`config.mk`:
```
export PLATFORM = sky130hd
export DESIGN_NAME = uart_tx
export DESIGN_NICKNAME = d
export VERILOG_FILES = /design/src/rtl/uart_pkg.sv /design/src/rtl/uart_tx_serializer.sv /design/src/rtl/uart_tx.sv
export SDC_FILE = /design/constraint.sdc
export NUM_CORES = 1
export LEC_CHECK = 0
export ABC_AREA = 0
export ABC_CLOCK_PERIOD_IN_PS = 1400
export CAP_MARGIN = 0
export CORE_ASPECT_RATIO = 2
export CORE_MARGIN = 3
export CORE_UTILIZATION = 45
export DETAILED_ROUTE_END_ITERATION = 10
export PLACE_DENSITY_LB_ADDON = 0.05
export SKIP_LAST_GASP = 1
export SYNTH_ARGS = -nofsm -noshare
export SYNTH_HDL_FRONTEND = slang
export SYNTH_SLANG_ARGS = --single-unit
```
`constraint.sdc`:
```
create_clock -name CLK -period 1.4 [get_ports CLK]
set_input_delay 0.42 -clock CLK [delete_from_list [all_inputs] [get_ports CLK]]
set_output_delay 0.42 -clock CLK [all_outputs]
set_load 0.01 [all_outputs]
```
`src/rtl/uart_pkg.sv`:
```
// uart_pkg
//   Shared definitions for the UART transmitter slice: the transmit FSM state
//   encoding, parity-type constants, fixed line levels for the start and stop
//   bits, and a helper that turns an XOR-reduced byte into the parity bit.
//   No ports. Imported by uart_tx.

package uart_pkg;

  typedef enum logic [2:0] {
    IDLE,
    START,
    DATA,
    PARITY,
    STOP
  } uart_state_e;

  localparam logic PAR_EVEN  = 1'b0;
  localparam logic PAR_ODD   = 1'b1;

  localparam logic START_BIT = 1'b0;
  localparam logic STOP_BIT  = 1'b1;

  // Even parity is the plain XOR reduction of the data.
  // Odd parity is that reduction inverted.
  function automatic logic parityBit(input logic xorReduced, input logic parTyp);
    return (parTyp == PAR_ODD) ? ~xorReduced : xorReduced;
  endfunction

endpackage

```
`src/rtl/uart_tx_serializer.sv`:
```
// uart_tx_serializer
//   Data latch, right-shift register and bit counter for the UART transmitter.
//   A load captures a new byte into both the latch and the shift register and
//   clears the counter. Each shift moves the next bit into position 0 and
//   counts one more transmitted bit.
//
// Ports
//   CLK      in   bit-rate clock, rising edge
//   RST      in   asynchronous active-low reset
//   i_load   in   capture i_data, restart the bit count
//   i_shift  in   advance to the next data bit
//   i_data   in   byte to capture on load
//   o_bit    out  data bit currently in position 0 of the shift register
//   o_last   out  all DATA_WIDTH bits have been shifted out
//   o_data   out  byte captured at the last load, used for parity

module uart_tx_serializer #(
  parameter int DATA_WIDTH = 8
) (
  input  logic                  CLK,
  input  logic                  RST,
  input  logic                  i_load,
  input  logic                  i_shift,
  input  logic [DATA_WIDTH-1:0] i_data,
  output logic                  o_bit,
  output logic                  o_last,
  output logic [DATA_WIDTH-1:0] o_data
);

  localparam int CNT_W = $clog2(DATA_WIDTH + 1);

  logic [DATA_WIDTH-1:0] r_data;
  logic [DATA_WIDTH-1:0] r_shift;
  logic [CNT_W-1:0]      r_count;

  // The counter holds the number of bits already handed to the line.
  // It reaches DATA_WIDTH exactly when the final data bit is on the line,
  // which is when the FSM must leave the DATA state.
  always_ff @(posedge CLK or negedge RST) begin
    if (!RST) begin
      r_data  <= '0;
      r_shift <= '0;
      r_count <= '0;
    end else if (i_load) begin
      r_data  <= i_data;
      r_shift <= i_data;
      r_count <= '0;
    end else if (i_shift) begin
      r_shift <= {1'b0, r_shift[DATA_WIDTH-1:1]};
      r_count <= r_count + 1'b1;
    end
  end

  assign o_bit  = r_shift[0];
  assign o_last = (r_count == CNT_W'(DATA_WIDTH));
  assign o_data = r_data;

endmodule

```
`src/rtl/uart_tx.sv`:
```
// uart_tx
//   UART transmitter. Serializes one byte per frame: start bit, DATA_WIDTH
//   data bits LSB first, optional parity bit, one stop bit. One bit per CLK
//   cycle. A byte is accepted on a rising edge with DATA_VALID high while the
//   FSM is in IDLE or STOP, so frames can run back to back with no idle gap.
//
// Ports
//   CLK         in   bit-rate clock, rising edge
//   RST         in   asynchronous active-low reset
//   P_DATA      in   byte to send, sampled on the accept edge
//   DATA_VALID  in   send request
//   PAR_EN      in   1 = append a parity bit, sampled on the accept edge
//   PAR_TYP     in   0 = even, 1 = odd parity, sampled on the accept edge
//   TX_OUT      out  serial line, idle high, registered
//   Busy        out  frame in progress, registered

module uart_tx
  import uart_pkg::*;
#(
  parameter int DATA_WIDTH = 8
) (
  input  logic                  CLK,
  input  logic                  RST,
  input  logic [DATA_WIDTH-1:0] P_DATA,
  input  logic                  DATA_VALID,
  input  logic                  PAR_EN,
  input  logic                  PAR_TYP,
  output logic                  TX_OUT,
  output logic                  Busy
);

  uart_state_e r_state;
  uart_state_e w_nextState;

  logic r_parEn;
  logic r_parTyp;
  logic r_txOut;
  logic r_busy;

  logic                  w_nextTx;
  logic                  w_nextBusy;
  logic                  w_load;
  logic                  w_shift;
  logic                  w_bit;
  logic                  w_last;
  logic                  w_parity;
  logic [DATA_WIDTH-1:0] w_data;

  uart_tx_serializer #(
    .DATA_WIDTH(DATA_WIDTH)
  ) u_serializer (
    .CLK    (CLK),
    .RST    (RST),
    .i_load (w_load),
    .i_shift(w_shift),
    .i_data (P_DATA),
    .o_bit  (w_bit),
    .o_last (w_last),
    .o_data (w_data)
  );

  assign w_parity = parityBit(^w_data, r_parTyp);

  // Next-state and next-line logic. TX_OUT and Busy are registered, so the
  // value computed here is the level the line takes for the state being
  // entered. Leaving START shifts out data bit 0 and each DATA cycle that is
  // not the last shifts out the following bit.
  always_comb begin
    w_nextState = r_state;
    w_nextTx    = STOP_BIT;
    w_load      = 1'b0;
    w_shift     = 1'b0;
    case (r_state)
      IDLE: begin
        if (DATA_VALID) begin
          w_nextState = START;
          w_nextTx    = START_BIT;
          w_load      = 1'b1;
        end
      end
      START: begin
        w_nextState = DATA;
        w_nextTx    = w_bit;
        w_shift     = 1'b1;
      end
      DATA: begin
        if (w_last) begin
          if (r_parEn) begin
            w_nextState = PARITY;
            w_nextTx    = w_parity;
          end else begin
            w_nextState = STOP;
            w_nextTx    = STOP_BIT;
          end
        end else begin
          w_nextState = DATA;
          w_nextTx    = w_bit;
          w_shift     = 1'b1;
        end
      end
      PARITY: begin
        w_nextState = STOP;
        w_nextTx    = STOP_BIT;
      end
      STOP: begin
        // Accepting here chains the next start bit directly after the stop bit.
        if (DATA_VALID) begin
          w_nextState = START;
          w_nextTx    = START_BIT;
          w_load      = 1'b1;
        end else begin
          w_nextState = IDLE;
          w_nextTx    = STOP_BIT;
        end
      end
      default: begin
        w_nextState = IDLE;
        w_nextTx    = STOP_BIT;
      end
    endcase
  end

  assign w_nextBusy = (w_nextState != IDLE);

  always_ff @(posedge CLK or negedge RST) begin
    if (!RST) begin
      r_state  <= IDLE;
      r_parEn  <= 1'b0;
      r_parTyp <= PAR_EVEN;
      r_txOut  <= STOP_BIT;
      r_busy   <= 1'b0;
    end else begin
      r_state <= w_nextState;
      r_txOut <= w_nextTx;
      r_busy  <= w_nextBusy;
      if (w_load) begin
        r_parEn  <= PAR_EN;
        r_parTyp <= PAR_TYP;
      end
    end
  end

  assign TX_OUT = r_txOut;
  assign Busy   = r_busy;

endmodule

```
==> results.yml, run 1 <==
flow_run:
  maxCapViolCount: 0
placed_design:
  port_buffers: 14
  place.gp.congestion: 0.7565
  dpl_cell_area_sq_um: 1729
  post-dp-hpwl_um: 2365
grt:
  grt_max_degree: 28
  grt.total_usage_pct: 18.97
  grt_overflow: 0
  grt_antenna_before_repair: 0
  grt_pass1_vias: 1201
  grt_pass1_wl_um: 5471
cells_and_area:
  final_nets: 209
  fin_area_sq_um: 1926
  layout_common_cells: "nand2_1, buf_4, dfrtp_1, o21ai_0, clkdlybuf4s50_1"
  final_common_cell: "nand2_1"
  drive_gt1_share_pct: 28.50
  area_delta_synth_final_pct: 38.52
  fin_util_pct: 65.43
  n_antenna_cell: 0
synthesis:
  synth_area_leader_cell: "dfrtp_1"
  yosys_warnings: 0
  synth_cells: 153
  netlist_area_sq_um: 1390
  yosysTopAreaCellShare_pct: 46.80
  synthTopCellsByArea: "dfrtp_1, nand2_1, o21ai_0, o31ai_1, a211oi_1"
  ys_seq_elements: 27
  synth_seq_area_share_pct: 48.69
  syn_nets: 168
  syn_avg_cell_area_sq_um: 9.086
  synth_cell_types: 33
power:
  powerDensity_nw_per_um2: 2198
  sw_frac_of_total_pct: 36.88
  p_int_mw: 2.672
  switchingPower_mw: 1.561
  max-vdd-ir-drop_mv: 1.153
  p_seq_share_pct: 33.9
  p_leak_nw: 0.8712
  pwr-share-comb_pct: 55.9
  p_clk_share_pct: 10.2
clock_tree:
  clk_latency_ns: 0.27
  htree_levels: 1
  cts_tree: "done"
  holdBufCountCts: 0
  clock-root-buffer: "clkbuf_8"
  clk_pin_slew_ns: 0.09
  clock-sinks: 27
  max-clock-path-buffers: 2
  cts_inserted_buffers: 3
sta:
  layout_min_cycle_time_ns: 1.532
  finalCritPeriodShare_pct: 109.4
  tightest_slew_ns: 0.2655
  fin_tns_setup_ns: -0.4043
  rsz0062_at_grt: "true"
  timing.slew.headroom_pct: 82.30
  skew_ns: 0.006087
  setup_ws_ns: -0.1321
  finalSetupViolations: 9
  finalHoldViolations: 0
  drv_slew: 0
  fmax_mhz: 652.7
  holdWs_ns: 0.4997
worst_setup_path:
  worstReg2RegStart: "r_state[1]$_DFF_PN0_"
  cp_cell_sequence: "nand2b_1 > a21boi_2 > buf_12 > or4_4 > a21oi_2"
  cp.required_ns: 1.60
  crit_buf_inv: 1
  r2r-end: "u_serializer.r_count[3]$_DFFE_PN0P_"
  slowest_stage: "dfrtp_1"
  cpPeakStageDelay_ns: 0.43
  crit_family: "simple AND/OR/NAND/NOR gates"
  ff2ff_setup_slack_ns: -0.13
  reg2regPathDepth: 5
  cp-start-kind: "flip-flop"
  crit_fanout: 12
  endpoint_kind: "flip-flop"
  critPathArrivalTime_ns: 1.73
  crit_type: "reg -> reg"
drt:
  drt-vias-per-instance: 5.471
  ant_nets: 0
  drt-initial-drc-count: 35
  wl_per_cell_um: 14.69
  firstDrtPassIters: 4
  drc: 0
  vias: 1220
  drt_wl_total_um: 3275
floorplanning:
  start_util_pct: 47.24
  die_h_um: 84.60
  chipWidth_um: 45.30
  io-pin-count: 15
  core_area_sq_um: 2943
  rows: 28
  die-area_sq_um: 3832
outcome:
  failed_checks: "setup timing"
  status: "finished with violations"
worst_hold_path:
  min_path_type: "in -> async"
[how the worst max path moves through the flow]
stage | start | endpoint | slack, ns | depth (start not counted)
5_1_grt | u_serializer.r_count[1]$_DFFE_PN0P_ | u_serializer.r_shift[5]$_DFFE_PN0P_ | -0.20 | 8
6_report | r_state[1]$_DFF_PN0_ | u_serializer.r_count[3]$_DFFE_PN0P_ | -0.13 | 5
2_1_floorplan | u_serializer.r_count[0]$_DFFE_PN0P_ | u_serializer.r_shift[0]$_DFFE_PN0P_ | 0.003 | 7
3_3_place_gp | DATA_VALID | TX_OUT$_DFF_PN1_ | -0.23 | 4
4_1_cts | u_serializer.r_count[0]$_DFFE_PN0P_ | u_serializer.r_count[3]$_DFFE_PN0P_ | -0.12 | 7
3_5_place_dp | DATA_VALID | TX_OUT$_DFF_PN1_ | -0.27 | 4
[power by group through the flow]
stage | sequential, mW | combinational (mW) | clock [mW]
2_1_floorplan | 1.37 | 1.28 | 0
3_3_place_gp | 1.42 | 1.96 | 0
3_5_place_dp | 1.43 | 2.02 | 0
4_1_cts | 1.42 | 2.24 | 0.453
5_1_grt | 1.47 | 2.62 | 0.476
6_report | 1.44 | 2.36 | 0.434
[sequential cells by signal (all words and copies together) (netlist names)]
register              cells
r_parTyp                  1
Busy                      1
r_parEn                   1
r_state                   3
u_serializer.o_data       8
u_serializer.r_count      4
TX_OUT                    1
u_serializer.r_shift      8
[layer usage]
| metal | global-route usage [%] | wire (um) | vias up | share of wire, % |
|---|---|---|---|---|
| met5 | 0 | 0 | - | 0 |
| met4 | 5.600 | 23 | 0 | 0.70 |
| met3 | 1.931 | 79 | 2 | 2.4 |
| met2 | 34.24 | 1918 | 17 | 59 |
| met1 | 22.22 | 1254 | 589 | 38 |
| li1 | - | - | 612 | - |
[what timing repair did]
item	4_1_cts	5_1_grt
pin swaps	6	9
endpoints found under the setup margin	23	25
setup buffers	7	3
gates resized for setup	8	15
cloned	0	0
[worst reg2reg max path: cells and delay by family, from the launching register on]
family                 cells  cell delay [ns]
DFF                        1             0.43
buffers and inverters      1             0.14
AOI/OAI and AO/OA          2             0.31
and+or+nand+nor            2             0.59
[logic make-up (layout without fill, tap and decap cells)]
kind of cell	count (synthesis)	in the layout	share of synthesized area (%)
and+or+nand+nor	65	65	22.23
DFF	27	27	48.69
xor gates and xnor gates	6	6	4.770
AOI/OAI and AO/OA	40	40	18.54
adders and majority gates	2	2	1.800
buffers and inverters	13	53	3.961
[Yosys cell counts]
| cell type | n |
|---|---|
| o31ai_1 | 8 |
| xnor2_1 | 4 |
| buf_4 | 1 |
| clkbuf_1 | 7 |
| or4_1 | 1 |
| a21oi_1 | 5 |
| or2_2 | 1 |
| a211o_1 | 1 |
| nor3b_1 | 4 |
| dfrtp_1 | 26 |
| nand3_1 | 1 |
| o211ai_1 | 1 |
| o2bb2ai_1 | 1 |
| nand3b_1 | 2 |
| and2b_1 | 1 |
| a31oi_1 | 1 |
| a211oi_1 | 7 |
| buf_2 | 2 |
| dfstp_2 | 1 |
| nand2b_1 | 3 |
| or3_1 | 2 |
| xnor3_1 | 1 |
| nor2_1 | 5 |
| o21ai_0 | 14 |
| and2_1 | 2 |
| xor2_1 | 1 |
| ha_1 | 2 |
| inv_1 | 3 |
| o21bai_1 | 1 |
| a21boi_2 | 1 |
| nand2_1 | 35 |
| nor3_1 | 7 |
| and3b_1 | 1 |
[area by class of cell]
| class | instances | area, sq um |
|---|---|---|
| well taps | 30 | 37.54 |
| repair buffers | 46 | 431.7 |
| multi-input cells | 113 | 720.7 |
| inverters | 3 | 11.26 |
| fillers | 260 | 1017 |
| clock buffers | 4 | 45.04 |
| flip-flops and latches | 27 | 679.4 |
[per-stage QoR]
step           std cells  worst slack (ns)  power [mW]
6_report             223           -0.1321       4.233
5_1_grt              223           -0.1983       4.567
4_1_cts              220           -0.1186       4.111
3_5_place_dp         209           -0.2720       3.452
3_3_place_gp         209           -0.2312       3.377
2_1_floorplan        153          0.002531       2.650
No activity file was read; power rests on OpenSTA's default activity.
==> run 2: changes to the inputs <==
--- a/config.mk
+++ b/config.mk
@@ -11,9 +11,11 @@
 export CORE_ASPECT_RATIO = 2
 export CORE_MARGIN = 3
 export CORE_UTILIZATION = 45
+export CTS_BUF_LIST = sky130_fd_sc_hd__clkbuf_16
 export DETAILED_ROUTE_END_ITERATION = 10
 export PLACE_DENSITY_LB_ADDON = 0.05
 export SKIP_LAST_GASP = 1
+export SLEW_MARGIN = 15
 export SYNTH_ARGS = -nofsm -noshare
 export SYNTH_HDL_FRONTEND = slang
 export SYNTH_SLANG_ARGS = --single-unit
==> run 2 against run 1 <==
Effect of this change: the flow still finishes with violations (setup timing); die area unchanged; maximum frequency rose by 0.67%; non-clock buffer count fell by 5; clock skew down 0.0046 ns; clock-buffer cell count shrank 1; critical endpoint unchanged; largest cell class unchanged; largest power group unchanged.
==> results.yml, run 2 (synthesis results as in run 1) <==
outcome:
  status: "finished with violations"
  failed_checks: "setup timing"
worst_setup_path:
  cp.required_ns: 1.59
  crit_type: "reg -> reg"
  startpoint: "u_serializer.r_count[0]$_DFFE_PN0P_"
  crit_fanout: 13
  cp_cell_sequence: "inv_1 > ha_2 > nand3b_1 > a21boi_2 > buf_12 > or4_4 > a21oi_2"
  endpoint_kind: "flip-flop"
  crit_buf_inv: 2
  slowest_stage: "or4_4"
  crit_family: "simple AND/OR/NAND/NOR gates"
  cpPeakStageDelay_ns: 0.42
  cp-start-kind: "flip-flop"
  worstReg2RegStart: "u_serializer.r_count[0]$_DFFE_PN0P_"
  critPathArrivalTime_ns: 1.72
grt:
  grt_pass1_wl_um: 5520
  grt.total_usage_pct: 19.43
  grt_max_degree: 28
  grt_pass1_vias: 1167
  grt_overflow: 0
  grt_antenna_before_repair: 0
power:
  sw_frac_of_total_pct: 36.18
  pwr-share-comb_pct: 51.0
  switchingPower_mw: 1.526
  p_int_mw: 2.693
  p_clk_share_pct: 15.3
  p_seq_share_pct: 33.8
  powerDensity_nw_per_um2: 2255
  max-vdd-ir-drop_mv: 1.223
  p_leak_nw: 0.8505
cells_and_area:
  area_delta_synth_final_pct: 34.56
  layout_common_cells: "nand2_1, dfrtp_1, buf_4, o21ai_0, clkdlybuf4s50_1"
  final_nets: 204
  fillers: 265
  finalNonFillerCells: 218
  n_antenna_cell: 0
  drive_gt1_share_pct: 23.40
  multi_input_area_sq_um: 690.7
  seqCellArea_sq_um: 678.2
  fin_area_sq_um: 1871
  final_common_cell: "nand2_1"
clock_tree:
  max-clock-path-buffers: 2
  cts_tree: "done"
  cts_inserted_buffers: 3
  clk_latency_ns: 0.26
  clock-root-buffer: "clkbuf_16"
  clk_pin_slew_ns: 0.06
  clock-sinks: 27
  htree_levels: 1
worst_hold_path:
  min_path_type: "reg -> reg"
  hp-start: "u_serializer.o_data[5]$_DFFE_PN0P_"
drt:
  firstDrtPassIters: 4
  drt-initial-drc-count: 50
  wl_per_cell_um: 15.02
  drt_wl_total_um: 3274
  drc: 0
  vias: 1193
  drt-vias-per-instance: 5.472
  ant_nets: 0
placed_design:
  post-dp-hpwl_um: 2365
  place_ws_ns: -0.2720
  dp.cells: 209
  port_buffers: 14
  dpl_cell_area_sq_um: 1729
  place.gp.congestion: 0.7565
sta:
  fmax_mhz: 657.1
  drv_slew: 0
  rsz0062_at_grt: "true"
  setup_ws_ns: -0.1219
  finalCritPeriodShare_pct: 108.7
  finalHoldViolations: 0
  timing.slew.headroom_pct: 71.03
  finalSetupViolations: 8
  skew_ns: 0.001442
  tightest_slew_ns: 0.4345
  layout_min_cycle_time_ns: 1.522
floorplanning:
  chipWidth_um: 45.30
  io-pin-count: 15
  rows: 28
  die_h_um: 84.60
  core_area_sq_um: 2943
  start_util_pct: 47.24
  die-area_sq_um: 3832
flow_run:
  maxCapViolCount: 0
run 2: cell types whose count changed in the layout (fill, tap and decap cells not counted), sizes merged:
| cell | previous run | this run |
|---|---|---|
| clkbuf | 5 | 4 |
| buf | 32 | 27 |
| inv | 3 | 4 |
run 2: worst reg2reg max path, stage by stage, from the launching register on:
cell,delay [ns]
dfrtp_1,0.34
inv_1,0.04
ha_2,0.17
nand3b_1,0.12
a21boi_2,0.08
buf_12,0.14
or4_4,0.42
a21oi_2,0.14
run 2: final timing paths:
path	to	slack [ns]	cells after the start
worst max-delay path	u_serializer.r_count[3]$_DFFE_PN0P_	-0.12	7
worst min-delay path	u_serializer.o_data[5]$_DFFE_PN0P_	0.50	2
worst max register to register	u_serializer.r_count[3]$_DFFE_PN0P_	-0.12	7
worst min register to register	u_serializer.o_data[5]$_DFFE_PN0P_	0.50	2
max in group asynchronous	TX_OUT$_DFF_PN1_	0.66	2
min in group asynchronous	Busy$_DFF_PN0_	0.52	2
run 2: repair_timing:
| item | CTS | global route |
|---|---|---|
| pin swaps | 4 | 4 |
| endpoints found under the hold margin | 0 | 0 |
| hold buffers | 0 | 0 |
| buffers inserted | 5 | 0 |
| setup endpoints to repair | 23 | 25 |
| resized for setup | 5 | 8 |
run 2: final cells by class:
type | instances | area share (%)
sequential | 27 | 36.25
tap | 30 | 2.007
clock inverter | 1 | 0.2007
multi-input combinational | 113 | 36.92
inverter | 3 | 0.6020
timing repair buffer | 41 | 20.00
clock buffer | 3 | 4.013
run 2: power by group through the flow:
stage	clock network (mW)	logic [mW]	registers [mW]
3_3_place_gp	0	1.96	1.42
6_report	0.644	2.15	1.43
5_1_grt	0.686	2.39	1.47
2_1_floorplan	0	1.28	1.37
4_1_cts	0.656	2.15	1.42
3_5_place_dp	0	2.02	1.43
run 2: routing by layer:
layer	up-vias	GRT usage, %	part of all wire (%)
met2	13	33.98	57
met4	0	7.200	1.7
li1	600	-	-
met1	575	23.18	39
met3	5	1.931	2.0
met5	-	0	0
run 2: metrics by stage:
stage | utilization (%) | power [mW] | hold slack (ns) | TNS [ns]
2_1_floorplan | - | 2.650 | 0.1244 | 0
3_3_place_gp | 58.76 | 3.377 | 0.4775 | -3.101
3_5_place_dp | 58.76 | 3.452 | 0.4816 | -3.925
4_1_cts | 62.93 | 4.227 | 0.4975 | -0.5260
5_1_grt | 63.56 | 4.542 | 0.5189 | -2.191
6_report | 63.56 | 4.219 | 0.4952 | -0.3471
